`config.mk`:
```
export PLATFORM = sky130hd
export DESIGN_NAME = debug_display_ctrl
export DESIGN_NICKNAME = d
export VERILOG_FILES = /design/src/rtl/debug_display_ctrl.sv
export SDC_FILE = /design/constraint.sdc
export NUM_CORES = 1
export LEC_CHECK = 0
export CORE_MARGIN = 10
export CORE_UTILIZATION = 55
export DETAILED_ROUTE_END_ITERATION = 8
export DONT_BUFFER_PORTS = 1
export PLACE_DENSITY = 0.73
export SLEW_MARGIN = 40
export SYNTH_ARGS = -nofsm -noshare
export SYNTH_HDL_FRONTEND = slang
export SYNTH_SLANG_ARGS = --single-unit
```
`constraint.sdc`:
```
create_clock -name clk50M -period 2.3 [get_ports clk50M]
set_input_delay 0.69 -clock clk50M [delete_from_list [all_inputs] [get_ports clk50M]]
set_output_delay 0.69 -clock clk50M [all_outputs]
set_load 0.02 [all_outputs]
```
`src/rtl/debug_display_ctrl.sv`:
```
// rtl/debug_display_ctrl.sv - hex debug display with divided/stepped cpu clock; step FSM under `DEBUG_DISPLAY_STEP_EN
module debug_display_ctrl #(
  parameter int DATA_WIDTH = 32,
  parameter int NUM_DIGITS = 2,
  parameter int DIV_BITS   = 24,
  parameter int DEB_BITS   = 16
) (
  input  logic                    clk50M,
  input  logic                    rst,
  input  logic [DATA_WIDTH-1:0]   data,
  input  logic                    btn_page,
  input  logic                    btn_step,
  input  logic                    step_mode,
  output logic                    cpu_clk,
  output logic [7*NUM_DIGITS-1:0] segdisp,
  output logic [7:0]              page
);

  localparam int NIB = DATA_WIDTH / 4;
  localparam int NP  = (NIB + NUM_DIGITS - 1) / NUM_DIGITS;
  localparam logic [7:0] PAGE_LAST = 8'(NP - 1);

  // index 0 = btn_page, index 1 = btn_step
  logic [1:0]          btn_raw;
  logic [1:0]          sync1;
  logic [1:0]          sync2;
  logic [1:0]          deb_level;
  logic [1:0]          deb_level_q;
  logic [1:0]          press;
  logic [DEB_BITS-1:0] deb_cnt [2];

  logic [DIV_BITS-1:0]     div_cnt;
  logic                    div_hold;
  logic                    cpu_clk_q;
  logic                    tick;
  logic [DATA_WIDTH-1:0]   hold;
  logic [7*NUM_DIGITS-1:0] seg_next;

  assign btn_raw = {btn_step, btn_page};
  assign press   = deb_level & ~deb_level_q;

  function automatic logic [6:0] hex7(input logic [3:0] n);
    logic [6:0] s;
    case (n)
      4'h0: s = 7'h3F;
      4'h1: s = 7'h06;
      4'h2: s = 7'h5B;
      4'h3: s = 7'h4F;
      4'h4: s = 7'h66;
      4'h5: s = 7'h6D;
      4'h6: s = 7'h7D;
      4'h7: s = 7'h07;
      4'h8: s = 7'h7F;
      4'h9: s = 7'h6F;
      4'hA: s = 7'h77;
      4'hB: s = 7'h7C;
      4'hC: s = 7'h39;
      4'hD: s = 7'h5E;
      4'hE: s = 7'h79;
      default: s = 7'h71;
    endcase
    return s;
  endfunction

  // Segments for one digit; nibble slots past the end of the word stay dark.
  function automatic logic [6:0] digit_seg(input logic [DATA_WIDTH-1:0] h,
                                           input logic [7:0] pg, input int k);
    int idx;
    logic [DATA_WIDTH-1:0] sh;
    idx = int'(pg) * NUM_DIGITS + k;
    if (idx >= NIB) return 7'h00;
    sh = h >> (4 * idx);
    return hex7(sh[3:0]);
  endfunction

  // Two-flop synchroniser plus per-button stability counter; any bounce restarts the count.
  always_ff @(posedge clk50M or negedge rst) begin
    if (!rst) begin
      sync1       <= '0;
      sync2       <= '0;
      deb_level   <= '0;
      deb_level_q <= '0;
      deb_cnt[0]  <= '0;
      deb_cnt[1]  <= '0;
    end else begin
      sync1       <= btn_raw;
      sync2       <= sync1;
      deb_level_q <= deb_level;
      for (int b = 0; b < 2; b++) begin
        if (sync2[b] == deb_level[b]) begin
          deb_cnt[b] <= '0;
        end else if (deb_cnt[b] == '1) begin
          deb_level[b] <= sync2[b];
          deb_cnt[b]   <= '0;
        end else begin
          deb_cnt[b] <= deb_cnt[b] + 1'b1;
        end
      end
    end
  end

  // Free-running divider; parked at 0 while stepping so free-run restarts from a clean phase.
  always_ff @(posedge clk50M or negedge rst) begin
    if (!rst)          div_cnt <= '0;
    else if (div_hold) div_cnt <= '0;
    else               div_cnt <= div_cnt + 1'b1;
  end

`ifdef DEBUG_DISPLAY_STEP_EN
  typedef enum logic [1:0] {S_IDLE, S_HIGH, S_LOW} step_state_t;

  step_state_t         state;
  step_state_t         state_next;
  logic [DIV_BITS-2:0] step_cnt;
  logic                step_done;

  assign step_done = (step_cnt == '1);
  assign div_hold  = step_mode || (state != S_IDLE);

  // Step FSM state register.
  always_ff @(posedge clk50M or negedge rst) begin
    if (!rst) state <= S_IDLE;
    else      state <= state_next;
  end

  // Half-period timer for HIGH and LOW; idles at 0 so each phase starts fresh.
  always_ff @(posedge clk50M or negedge rst) begin
    if (!rst)                                step_cnt <= '0;
    else if (state == S_IDLE || step_done)   step_cnt <= '0;
    else                                     step_cnt <= step_cnt + 1'b1;
  end

  // Next state and cpu_clk source: a started step always runs to completion.
  always_comb begin
    state_next = state;
    cpu_clk    = div_cnt[DIV_BITS-1];
    case (state)
      S_IDLE: begin
        if (step_mode) cpu_clk = 1'b0;
        if (step_mode && press[1]) state_next = S_HIGH;
      end
      S_HIGH: begin
        cpu_clk = 1'b1;
        if (step_done) state_next = S_LOW;
      end
      S_LOW: begin
        cpu_clk = 1'b0;
        if (step_done) state_next = S_IDLE;
      end
      default: begin
        cpu_clk    = 1'b0;
        state_next = S_IDLE;
      end
    endcase
  end
`else
  logic unused_step;

  assign cpu_clk     = div_cnt[DIV_BITS-1];
  assign div_hold    = 1'b0;
  assign unused_step = &{1'b0, press[1], step_mode};
`endif

  assign tick = cpu_clk & ~cpu_clk_q;

  // Previous cpu_clk level, for rising-edge (tick) detection.
  always_ff @(posedge clk50M or negedge rst) begin
    if (!rst) cpu_clk_q <= 1'b0;
    else      cpu_clk_q <= cpu_clk;
  end

  // Snapshot of the monitored word, refreshed once per cpu clock rising edge.
  always_ff @(posedge clk50M or negedge rst) begin
    if (!rst)      hold <= '0;
    else if (tick) hold <= data;
  end

  // Page index advances on each debounced page press and wraps after the last page.
  always_ff @(posedge clk50M or negedge rst) begin
    if (!rst)          page <= 8'd0;
    else if (press[0]) page <= (page == PAGE_LAST) ? 8'd0 : page + 8'd1;
  end

  // Decode the visible nibbles of the current page.
  always_comb begin
    seg_next = '0;
    for (int k = 0; k < NUM_DIGITS; k++) begin
      seg_next[7*k +: 7] = digit_seg(hold, page, k);
    end
  end

  // Registered segment outputs.
  always_ff @(posedge clk50M or negedge rst) begin
    if (!rst) segdisp <= '0;
    else      segdisp <= seg_next;
  end

endmodule
```
==> impl_metrics.ini <==
[status]
status = finished, final reports clean

[critical_path]
ff2ff_path_depth = 7
crit_path_top_delay_cell = mux4_2
end_kind = register
critPathKind = reg -> reg
cp.buffers_inverters = 1
reg2reg_to = segdisp[3]
cp.depth = 7
ff2ff_setup_slack_ps = 120
slowest_delay_ps = 600
cp.required_ps = 2530
r2r-start = page[0]
cp-endpoint = segdisp[3]
critical_path.top_delay_family = multiplexers
cp-start-kind = register
arrival_ps = 2420
cp_max_fo = 7
cp-startpoint = page[0]
crit_chain = mux4_2 > nand2_2 > inv_2 > ha_4 > or4_1 > o311ai_1 > a221oi_1

[clocking]
numCtsBuffers = 9
clock_latency_ps = 360
cts-root-buf = clkbuf_8
cts.clk_slew.worst_paths_ps = 100
cts_max_level = 3
cts.sinks = 99
clockBufferDepth = 2
tritoncts = yes

[route]
drt_iter0_markers = 174
antenna_left = 0
dr.pass1.iters = 4
avgViaCountPerCell = 5.872
wire_per_inst_um = 17.99
drc_errors = 0
drt-total-wl_um = 9159
vias = 2989

[global_route]
grt_pass1_vias = 3145
grt_overflow = 0
grt.total_usage_pct = 14.99
grt_antenna_before_repair = 2
grt_pass1_wl_um = 15610
grt_max_degree = 68

[timing]
tightest_slew_ps = 554.1
slew_violations = 0
relSlewSlack_pct = 62.94
finalCritPeriodShare_pct = 94.94
hold_viol_final = 0
finalSetupViolations = 0
layout_min_cycle_time_ps = 2184
rsz0062_at_grt = true
hold_slack_ps = 137.1
fmax_mhz = 458.0
skew_ps = 11.36

[logic_synthesis]
synth_area_per_cell_um2 = 12.05
seq_area_frac_synth_pct = 53.83
yosys_warnings = 0
synth_top_family_by_area = simple AND/OR/NAND/NOR gates
muxShareOfSynthArea_pct = 13.81
ys_ff_latch = 99
synth_simple_gate_area_share_pct = 14.08
synth_cells = 382
synth-adder-area-share_pct = 2.719
async_reset_ff_share_pct = 100.0
synth_edf_count = 0
ys_types = 37
synth_fp_nets = 429
yosys_most_used_dff = dfrtp_1
synth_compound_area_share_pct = 5.247
syn_area_um2 = 4602
yosys.area_share.xor_xnor_pct = 7.423

[floorplanning]
pin_count = 60
row_count = 33
start_util_pct = 56.29
die_w_um = 111.5
die-area_um2 = 12430
dieHeight_um = 111.5
core_area_um2 = 8175

[power]
p_leak_uw = 0.002240
p_per_area_nw_per_um2 = 560.6
power.ir.vdd_worst_v = 0.0002872

[min_path]
hold_path_class = in -> async

[final_layout]
fin_cells = 509
nFillCells = 650
area_growth_pct = 9.407
utilization_pct = 61.59
seqCellArea_um2 = 2479
nets = 445
drive_above_1_share_pct = 20.84
multi_input_area_um2 = 2017
design_area_um2 = 5035

[place]
place_hpwl_um = 6484
post_dp_cell_area_um2 = 4782
placed_cells = 488
numPortBuffers = 0
globalplace.congestion = 0.8274

[run]
drv_cap = 0
-- sequential cells by signal, indices dropped and copies added, names as in the netlist, 8 cells and up --
name and count:
segdisp 14, div_cnt 24, hold 32, deb_cnt 16
page 8
-- logic make-up (layout without fill, tap and decap cells) --
logic type / Yosys count / in the layout
buf+inv: 27 / 48
simple gates: 122 / 122
flops: 99 / 99
compound gates: 36 / 36
xor+xnor: 39 / 39
other cells: 0 / 1
mux: 49 / 49
fa+ha+maj: 10 / 10
-- power by group --
part / switching, µW / leakage (µW) / internal [µW]
registers: 5.31 / 0.00130 / 1740
logic: 41.9 / 0.000853 / 16.9
clock network: 612 / 0.0000900 / 401
-- layer usage --
metal / GRT usage, % / wire (µm) / vias up / part of all wire, %
met5: 0 / 0 / - / 0
met3: 5.207 / 564 / 13 / 6.2
met1: 18.21 / 3926 / 1499 / 43
li1: - / - / 1397 / -
met4: 4.970 / 161 / 0 / 1.8
met2: 24.38 / 4506 / 80 / 49
-- how the worst min path moves through the flow --
stage                  end     start  slack [ps]
6_report       deb_cnt[27]       rst         140
4_1_cts         segdisp[7]       rst         0.2
5_1_grt        deb_cnt[27]       rst         120
3_5_place_dp      sync2[0]  sync1[0]         330
3_3_place_gp      sync2[0]  sync1[0]         340
2_1_floorplan     sync2[0]  sync1[0]         330
-- per-stage QoR --
step	setup slack, ps	TNS [ps]	total power (µW)
after global routing	-6.790	-6.790	2940
after detailed placement	100.3	0	1800
after floorplan	-43.67	-43.67	1796
after global placement	139.8	0	1798
after CTS	89.07	0	2826
final	116.5	0	2823
-- placed cells by master, fill, tap and decap left out, drive strengths merged, types with 9 or more instances in the layout --
cell type	n
and4	10
mux2	36
nor2	24
dfrtp	99
buf	16
ha	10
xor2	16
nand2	20
xnor2	23
nand4	13
inv	16
nand3	22
o21ai	10
clkbuf	9
-- layout make-up --
class	count	area share (%)
flip-flops and latches	99	49.23
multi-input cells	256	40.06
repair buffers	18	3.504
well taps	105	2.609
clock buffers	9	2.460
clock inverters	7	1.044
inverters	14	1.044
diodes	1	0.04970
-- cells in the mapped netlist, types with 2 or more instances --
library cell / number / area share (%)
a21oi_1: 8 / 0.87
a221oi_1: 5 / 0.95
a311oi_1: 3 / 0.57
and2_1: 5 / 0.68
and3_1: 8 / 1.1
and4_1: 10 / 1.9
buf_1: 3 / 0.24
buf_6: 2 / 0.49
clkbuf_1: 7 / 0.57
dfrtp_1: 99 / 54
ha_1: 10 / 2.7
inv_1: 14 / 1.1
mux2_2: 36 / 8.8
mux2i_1: 5 / 1.1
mux4_2: 8 / 3.9
nand2_1: 20 / 1.6
nand2b_1: 8 / 1.1
nand3_1: 22 / 2.4
nand4_1: 13 / 1.8
nor2_1: 24 / 2.0
nor2b_1: 3 / 0.41
nor3_1: 4 / 0.44
o21ai_0: 10 / 1.1
o22a_1: 2 / 0.38
o22ai_1: 2 / 0.27
o31ai_1: 2 / 0.33
or3_1: 2 / 0.27
xnor2_1: 23 / 4.4
xor2_1: 16 / 3.0
-- repair_timing --
item | in CTS | in global routing
buffers inserted | 0 | 0
endpoints found under the hold margin | 31 | 54
endpoints found under the setup margin | 0 | 2
gates resized for setup | 0 | 2
hold buffers | 2 | 2
Note: power is estimated with default switching activity, not from simulation.
